File: config.mk
export PLATFORM = sky130hd
export DESIGN_NAME = branch_resolve_unit
export DESIGN_NICKNAME = d
export VERILOG_FILES = /design/src/rtl/cpu_types_pkg.sv /design/src/rtl/sat_counter2.sv /design/src/rtl/branch_resolve_unit.sv
export SDC_FILE = /design/constraint.sdc
export NUM_CORES = 1
export LEC_CHECK = 0
export CAP_MARGIN = 20
export CORE_MARGIN = 2
export CORE_UTILIZATION = 25
export CTS_CLUSTER_SIZE = 16
export DETAILED_ROUTE_END_ITERATION = 8
export GPL_ROUTABILITY_DRIVEN = 0
export HOLD_SLACK_MARGIN = 0.15
export PLACE_DENSITY = 0.52
export SETUP_SLACK_MARGIN = 0.02
export SYNTH_ARGS = -nofsm -noshare
export SYNTH_HDL_FRONTEND = slang
export SYNTH_SLANG_ARGS = --single-unit
File: constraint.sdc
create_clock -name CLK -period 2.7 [get_ports CLK]
set_clock_uncertainty 0.05 [all_clocks]
set_input_delay 0.54 -clock CLK [delete_from_list [all_inputs] [get_ports CLK]]
set_output_delay 0.54 -clock CLK [all_outputs]
set_load 0.02 [all_outputs]
File: src/rtl/cpu_types_pkg.sv
// Shared pipeline types for the branch resolution logic: FSM states and
// 2-bit branch history encoding (00 strong-NT .. 11 strong-T).
package cpu_types_pkg;

  typedef enum logic {IDLE, FLUSH} bru_state_t;

  typedef logic [1:0] bhist_t;

  localparam bhist_t STRONG_NTAKEN = 2'b00;
  localparam bhist_t WEAK_TAKEN    = 2'b10;
  localparam bhist_t STRONG_TAKEN  = 2'b11;

endpackage

File: src/rtl/sat_counter2.sv
// Combinational 2-bit saturating history update: +1 on taken, -1 on not taken,
// clamped at strong-taken / strong-not-taken.
module sat_counter2
  import cpu_types_pkg::*;
(
  input  bhist_t hist_i,
  input  logic   taken_i,
  output bhist_t hist_o
);

  always_comb begin
    hist_o = hist_i;
    if (taken_i) begin
      if (hist_i != STRONG_TAKEN) hist_o = hist_i + 2'd1;
    end else begin
      if (hist_i != STRONG_NTAKEN) hist_o = hist_i - 2'd1;
    end
  end

endmodule

File: src/rtl/branch_resolve_unit.sv
// MEM-stage branch resolution: checks the fetch-time BTB prediction, updates the
// BTB, redirects fetch and flushes the front pipeline on a mispredict.
module branch_resolve_unit
  import cpu_types_pkg::*;
#(
  parameter int unsigned IDX_W = 2,
  parameter int unsigned TAG_W = 28,
  parameter int unsigned CNT_W = 16
) (
  input  logic             CLK,
  input  logic             RST,
  input  logic             stall,
  input  logic             mem_valid,
  input  logic             mem_is_branch,
  input  logic             mem_taken,
  input  logic [31:0]      mem_pc,
  input  logic [31:0]      mem_target,
  input  logic             mem_hit,
  input  logic [29:0]      mem_pred_target,
  input  logic [1:0]       mem_history,
  output logic             btb_wen,
  output logic [IDX_W-1:0] mapping_wsel,
  output logic [TAG_W-1:0] tag_bits_new,
  output logic [29:0]      target_address_new,
  output logic [1:0]       branch_history_new,
  output logic             redirect_valid,
  output logic [31:0]      redirect_pc,
  output logic             flush_ifid,
  output logic             flush_idex,
  output logic             flush_exmem,
  output logic [CNT_W-1:0] branch_count,
  output logic [CNT_W-1:0] mispredict_count
);

  bru_state_t       state_q;
  logic             btb_wen_q;
  logic [IDX_W-1:0] wsel_q;
  logic [TAG_W-1:0] tag_q;
  logic [29:0]      target_q;
  bhist_t           hist_q;
  logic             redirect_q;
  logic [31:0]      redirect_pc_q;
  logic             flush_q;
  logic [CNT_W-1:0] branch_cnt_q;
  logic [CNT_W-1:0] mispred_cnt_q;

  logic   resolve;
  logic   pred_taken;
  logic   mispredict;
  logic   btb_write;
  bhist_t hist_upd;

  localparam logic [CNT_W-1:0] CntOne = {{(CNT_W-1){1'b0}}, 1'b1};
  localparam logic [CNT_W-1:0] CntMax = {CNT_W{1'b1}};

  assign resolve    = mem_valid & mem_is_branch & ~stall & (state_q == IDLE);
  assign pred_taken = mem_hit & mem_history[1];
  assign mispredict = (mem_taken != pred_taken) |
                      (mem_taken & pred_taken & (mem_pred_target != mem_target[31:2]));
  // Not-taken misses are not allocated in the BTB.
  assign btb_write  = resolve & (mem_taken | mem_hit);

  sat_counter2 u_hist_upd (
    .hist_i  (mem_history),
    .taken_i (mem_taken),
    .hist_o  (hist_upd)
  );

  always_ff @(posedge CLK) begin
    if (RST) begin
      state_q       <= IDLE;
      btb_wen_q     <= 1'b0;
      wsel_q        <= '0;
      tag_q         <= '0;
      target_q      <= '0;
      hist_q        <= '0;
      redirect_q    <= 1'b0;
      redirect_pc_q <= '0;
      flush_q       <= 1'b0;
      branch_cnt_q  <= '0;
      mispred_cnt_q <= '0;
    end else begin
      // Write strobe is a single-cycle pulse regardless of stall.
      btb_wen_q <= 1'b0;
      unique case (state_q)
        IDLE: begin
          if (resolve) begin
            if (branch_cnt_q != CntMax) branch_cnt_q <= branch_cnt_q + CntOne;
            if (btb_write) begin
              btb_wen_q <= 1'b1;
              wsel_q    <= mem_pc[IDX_W+1:2];
              tag_q     <= mem_pc[31:IDX_W+2];
              target_q  <= mem_taken ? mem_target[31:2] : mem_pred_target;
              hist_q    <= mem_hit ? hist_upd : WEAK_TAKEN;
            end
            if (mispredict) begin
              state_q       <= FLUSH;
              redirect_q    <= 1'b1;
              flush_q       <= 1'b1;
              redirect_pc_q <= mem_taken ? mem_target : mem_pc + 32'd4;
              if (mispred_cnt_q != CntMax) mispred_cnt_q <= mispred_cnt_q + CntOne;
            end
          end
        end
        FLUSH: begin
          // MEM contents are wrong-path here; only leave once the stall clears.
          if (!stall) begin
            state_q    <= IDLE;
            redirect_q <= 1'b0;
            flush_q    <= 1'b0;
          end
        end
        default: state_q <= IDLE;
      endcase
    end
  end

  assign btb_wen            = btb_wen_q;
  assign mapping_wsel       = wsel_q;
  assign tag_bits_new       = tag_q;
  assign target_address_new = target_q;
  assign branch_history_new = hist_q;
  assign redirect_valid     = redirect_q;
  assign redirect_pc        = redirect_pc_q;
  assign flush_ifid         = flush_q;
  assign flush_idex         = flush_q;
  assign flush_exmem        = flush_q;
  assign branch_count       = branch_cnt_q;
  assign mispredict_count   = mispred_cnt_q;

endmodule

# Word level (Yosys, flattened, before mapping)
# Index checks and enable logic that the tools add are counted.
# totals
reg_bits	129
inputBits	103
output_inout_bits	131
elab_cells	57
# op_classes
add_sub_neg	5
eq_ne	8
n_mux	15
n_bitwise	12
reduce_logical	7
# ops
op	n
adder 16 x 1 -> 16 bit (second input constant)	2
adder 32 x 3 -> 32 bit (second input constant)	1
two-way mux 32 bit	1
inequality test 16 bit (second input constant)	2
two-way mux 30 bit	1
inequality test 30 bit	1
AND reduction 3 bit	4
two-way mux 2 bit	4
inequality test 2 bit (second input constant)	4
AND 1 bit	7
two-way mux 1 bit	7
case mux 1 bit (2 select lines)	2
AND reduction 4 bit	1
NOT 1 bit	3
OR reduction 3 bit	1
adder 2 x 1 -> 2 bit (second input constant)	1
bitwise OR 1 bit	2
nonzero test 2 bit	1
subtractor 2 x 1 -> 2 bit (second input constant)	1
inequality test 1 bit	1

# Longest topological paths before layout
# logic_depth
word_depth	7
depth_mapped	9
ltp_nobuf	7

# Modules after synthesis
# Synthesis repeated with hierarchy kept, for this count alone.
# hier_totals
cells_unflattened	793
area_unflattened_um2	6414.9
# by_module_without_submodules
mod	instances	cells_each	area_each_um2	seq_area_each_um2
branch_resolve_unit	1	790	6388.6	2582.5
sat_counter2	1	3	26.3	0.0

# Worst setup path after synthesis
# No wires, ideal clock.
# synth_path
path_kind	input port to flip-flop
startpoint	input port mem_hit
endpoint	register mispred_cnt_q[11], in the netlist mispredict_count[11]
setup_ns	0.121
arrival_time_ns	2.154
required_ns	2.529
slack_ns	0.375
cell_stages	8
path_buffers	1
cell_sequence	and2_1 -> ha_1 -> nor3_1 -> nand4_1 -> o221ai_4 -> buf_6 -> nor4_1 -> mux2_2
# synth_via
elab_chain_cells	5
elab_cells_between_ends	6
classes_between	eq/ne: 1; bitwise: 4; reduce/logical: 1
# synth_rtl
element	line	source
start: declaration	branch_resolve_unit.sv:18	input logic mem_hit,
AND 1 bit (*)	branch_resolve_unit.sv:57	assign pred_taken = mem_hit & mem_history[1];
AND 1 bit (2 in series)	branch_resolve_unit.sv:59	(mem_taken & pred_taken & (mem_pred_target != mem_target[31:2]));
bitwise OR 1 bit (*)	branch_resolve_unit.sv:58	assign mispredict = (mem_taken != pred_taken) |
AND reduction 4 bit (no source line) (*)	n/a	
end signal: assignment	branch_resolve_unit.sv:101	if (mispred_cnt_q != CntMax) mispred_cnt_q <= mispred_cnt_q + CntOne;
end: declaration	branch_resolve_unit.sv:45	logic [CNT_W-1:0] mispred_cnt_q;
# Every way passes the cells marked *; elsewhere a longest branch is shown, timed or not.
# A chain may end at the register's enable or synchronous reset.

# Worst setup path after layout
# layout_path
startpoint	input port mem_pred_target[10]
endpoint	register mispred_cnt_q[7], in the netlist mispredict_count[7]
# layout_via
elab_chain_cells	4
# layout_rtl
element	line	source
start: declaration	branch_resolve_unit.sv:19	input logic [29:0] mem_pred_target,
inequality test 30 bit	branch_resolve_unit.sv:59	
AND 1 bit	branch_resolve_unit.sv:59	
bitwise OR 1 bit	branch_resolve_unit.sv:58	
AND reduction 4 bit (no source line)	n/a	
# No other way between the ends.

==> impl_results.md <==
* Hold Buf Count CTS at 0
* Startpoint Class: input pin
* Worst hold stages at 2
* Synthesis warning total at 0
* Critical Path RT at around 3 ns
* Largest area contributor in the netlist: dfxtp_1
* Async SR Flop Fraction at 0
* DRT Wirelength at 25600 um
* Crit end category: register
* Vias in the first global route at 6425
* DR DRC count at 0
* Mean area per synthesized cell at about 8.3 um^2
* Leak at 3.62 nW
* Post-Syn Area at 6550 um^2
* Arrival time worst endpoint at 2.83 ns
* Setup crit start: mem_pred_target[10]
* Cell with the most instances after synthesis: dfxtp_1
* Fmax at 395 MHz
* Setup TNS at 0 ns
* DPL Wire Length at 19400 um
* Non-Filler Instances at 1414
* Root buf cell: clkbuf_16
* Final worst slack at approximately 0.17 ns
* Post-CTS setup buffer count at 0
* Fin crit period at 2.53 ns
* Effective utilization at floorplan at 0.253
* Post-synth EDFFs at 0
* Area Overhead vs Synth at 57.5%
* Post-Synth Simple-Gate Area at 0.246
* CP Class: in2reg
* Worst reg2reg setup slack at 0.60 ns
* Nets at 1171
* Hold_ws at 0.401 ns
* Pin count of the biggest net entering global routing at 61
* 1st-iter DRT viols at 348
* Fin. Hold Viols at 0
* Via count at around 6.7k
* Hold Crit Start: redirect_pc[4]
* Cells after DPL at 1380
* Post-synthesis xor/xnor area fraction at 0.0976
* DP Worst Slack at -0.275 ns
* Worst-path maximum fanout at 15
* Post-DRT Antenna Nets at 0
* CTS resizes at 0
* Hold path endpoint: redirect_pc[4]
* Largest family of logic cells by synthesized area: simple AND/OR/NAND/NOR gates
* CTS Buf Count at 17
* Reg2Reg Launch Point: mispredict_count[2]
* Final setup fails at 0
* IO Port Bufs at 233
* Ys flop type: dfxtp_1
* CTS H-tree lvls at 4
* RSZ-0062 raised after global routing: false
* Vias per inst at 4.72
* CTS tree: done
* Synth Area in Adders at 0.00917
* Bufs on Longest Clock Path at 2
* Min-delay worst type: reg2reg
* GRT Total Usage at 0.182
* Critical R2R Capture: mispredict_count[0]
* Crit share post-route at 0.938
* Status: completed
* Commonest cells in the synthesized netlist: dfxtp_1, nand2_1, nor2_1, a21oi_1, xor2_1
* Pwr dens at 521 nW/um^2
* Slew Limit Fails at 0
* Core area at 25900 um^2
* Num Clock Sinks at between 100 and 150
* DR pass1 iterations at 5
* Sequential-to-total area share from yosys stat at 0.394
* Post-synthesis register bit count at between 100 and 150
* Yosys top cell area share at 0.394
* Overall power at ~0.0054 W
* Rel. slew slack at 0.585
* Die width at 166 um
* Total grt overflow at 0
* Fraction of layout cells with a size suffix above 1 at 0.123
* Worst Tran Pin Value at 0.622 ns
* Post-synthesis mux area share at 0.0386
* WL/cell at 18.1 um
* Insertion delay to the later sink of the worst-skew pair at 0.42 ns
* Total of max-cap violations at 0
* Initial antenna violation count at 2
* Row cnt at 59
* Top cells by area, synth: dfxtp_1, nand2_1, xor2_1
* Syn_nets at slightly below 900
* First-pass GRT wire length at 39000 um
* Syn Inst Count at just under 800
* IO Pins at approximately 230
* Worst vdd rail ir drop at 351 uV
* Distinct cells, synth at 56
* DIE AREA at 27500 um^2
* Die span in y at 166 um
* R2R cell count at 7
* Compound-gate portion of the synthesized area at 0.162
* Clk pin slew, worst setup/hold paths at 0.06 ns
-- state kept, by name, indices dropped and copies added, names as in the netlist --
register	count
state_q	1
target_address_new	30
tag_bits_new	28
mapping_wsel	2
redirect_pc	32
branch_count	16
branch_history_new	2
btb_wen	1
mispredict_count	16
flush_exmem	1
-- report_power, final --
part / internal (W) / switching (W) / total [W]
Clock: 0.00160 / 0.000941 / 0.00254
Sequential: 0.00196 / 0.0000309 / 0.00199
Combinational: 0.000409 / 0.000434 / 0.000843
Total: 0.00397 / 0.00141 / 0.00537
-- area by class of cell --
cell class / instances / area [um^2]
Multi-Input combinational cell: 595 / 3630
Fill cell: 2637 / 15600
Timing Repair Buffer: 311 / 3000
Clock inverter: 12 / 181
Clock buffer: 20 / 457
Sequential cell: 129 / 2580
Inverter: 10 / 37.5
Antenna cell: 2 / 5.00
Tap cell: 335 / 419
-- worst max-delay path, stage by stage --
cell             delay (ns)
clkdlybuf4s50_1        0.50
xor2_1                 0.18
buf_4                  0.14
nor4_1                 0.04
buf_4                  0.14
nand4_1                0.15
o221ai_4               0.14
buf_12                 0.18
buf_4                  0.17
or4_1                  0.50
a21oi_1                0.15
-- routing by layer --
layer  vias up  part of all wire  track usage
met5         -                 0            0
met4         0             0.014       0.0533
met3        20             0.051       0.0429
met2       181              0.44        0.279
met1      3107              0.49        0.255
li1       3362                 -            -
-- logic make-up after synthesis --
family	after synthesis
XOR/XNOR	73
multiplexers	25
AO/OA/AOI/OAI	165
buffers and inverters	64
AND/OR/NAND/NOR	327
flip-flops	129
adder cells (fa/ha/maj)	5
-- stage by stage --
step | util | area [um^2]
6_report | 0.398 | 10300
5_1_grt | 0.398 | 10300
4_1_cts | 0.398 | 10300
3_5_place_dp | 0.373 | 9670
3_3_place_gp | 0.373 | 9670
2_1_floorplan | - | 6550
-- placed cells by master (no fill, tap or decap), types with 3 or more instances in the layout --
cell             instances
clkbuf_16               17
nor2b_1                  3
and4_1                   8
ha_1                     4
o31ai_1                 10
and2_1                   3
a21oi_1                 67
o21a_1                   7
a311oi_1                10
o2111ai_1                3
nand2_1                123
nand4_1                 18
nor3_1                   7
inv_1                    9
buf_4                   72
xor2_1                  51
and3_1                   6
dfxtp_1                129
buf_12                   7
a211o_1                  7
xnor2_1                 22
nor3_2                   3
mux2i_1                 23
clkdlybuf4s50_1        231
a211oi_1                23
nor4_1                  12
nor2_1                  76
nand3_1                 39
clkinvlp_4               4
or4_1                   11
o21ai_0                 26
or3_1                    3
nor4_2                   3
bufinv_16                4
-- worst max-delay path by stage --
stage                                 endpoint  cells past startpoint
after floorplan           mispredict_count[11]                      8
after global placement     mispredict_count[7]                     11
after detailed placement   mispredict_count[7]                     10
after CTS                  mispredict_count[7]                     10
after global routing       mispredict_count[6]                     10
final                      mispredict_count[7]                     11
No activity file was read; power rests on OpenSTA's default activity.
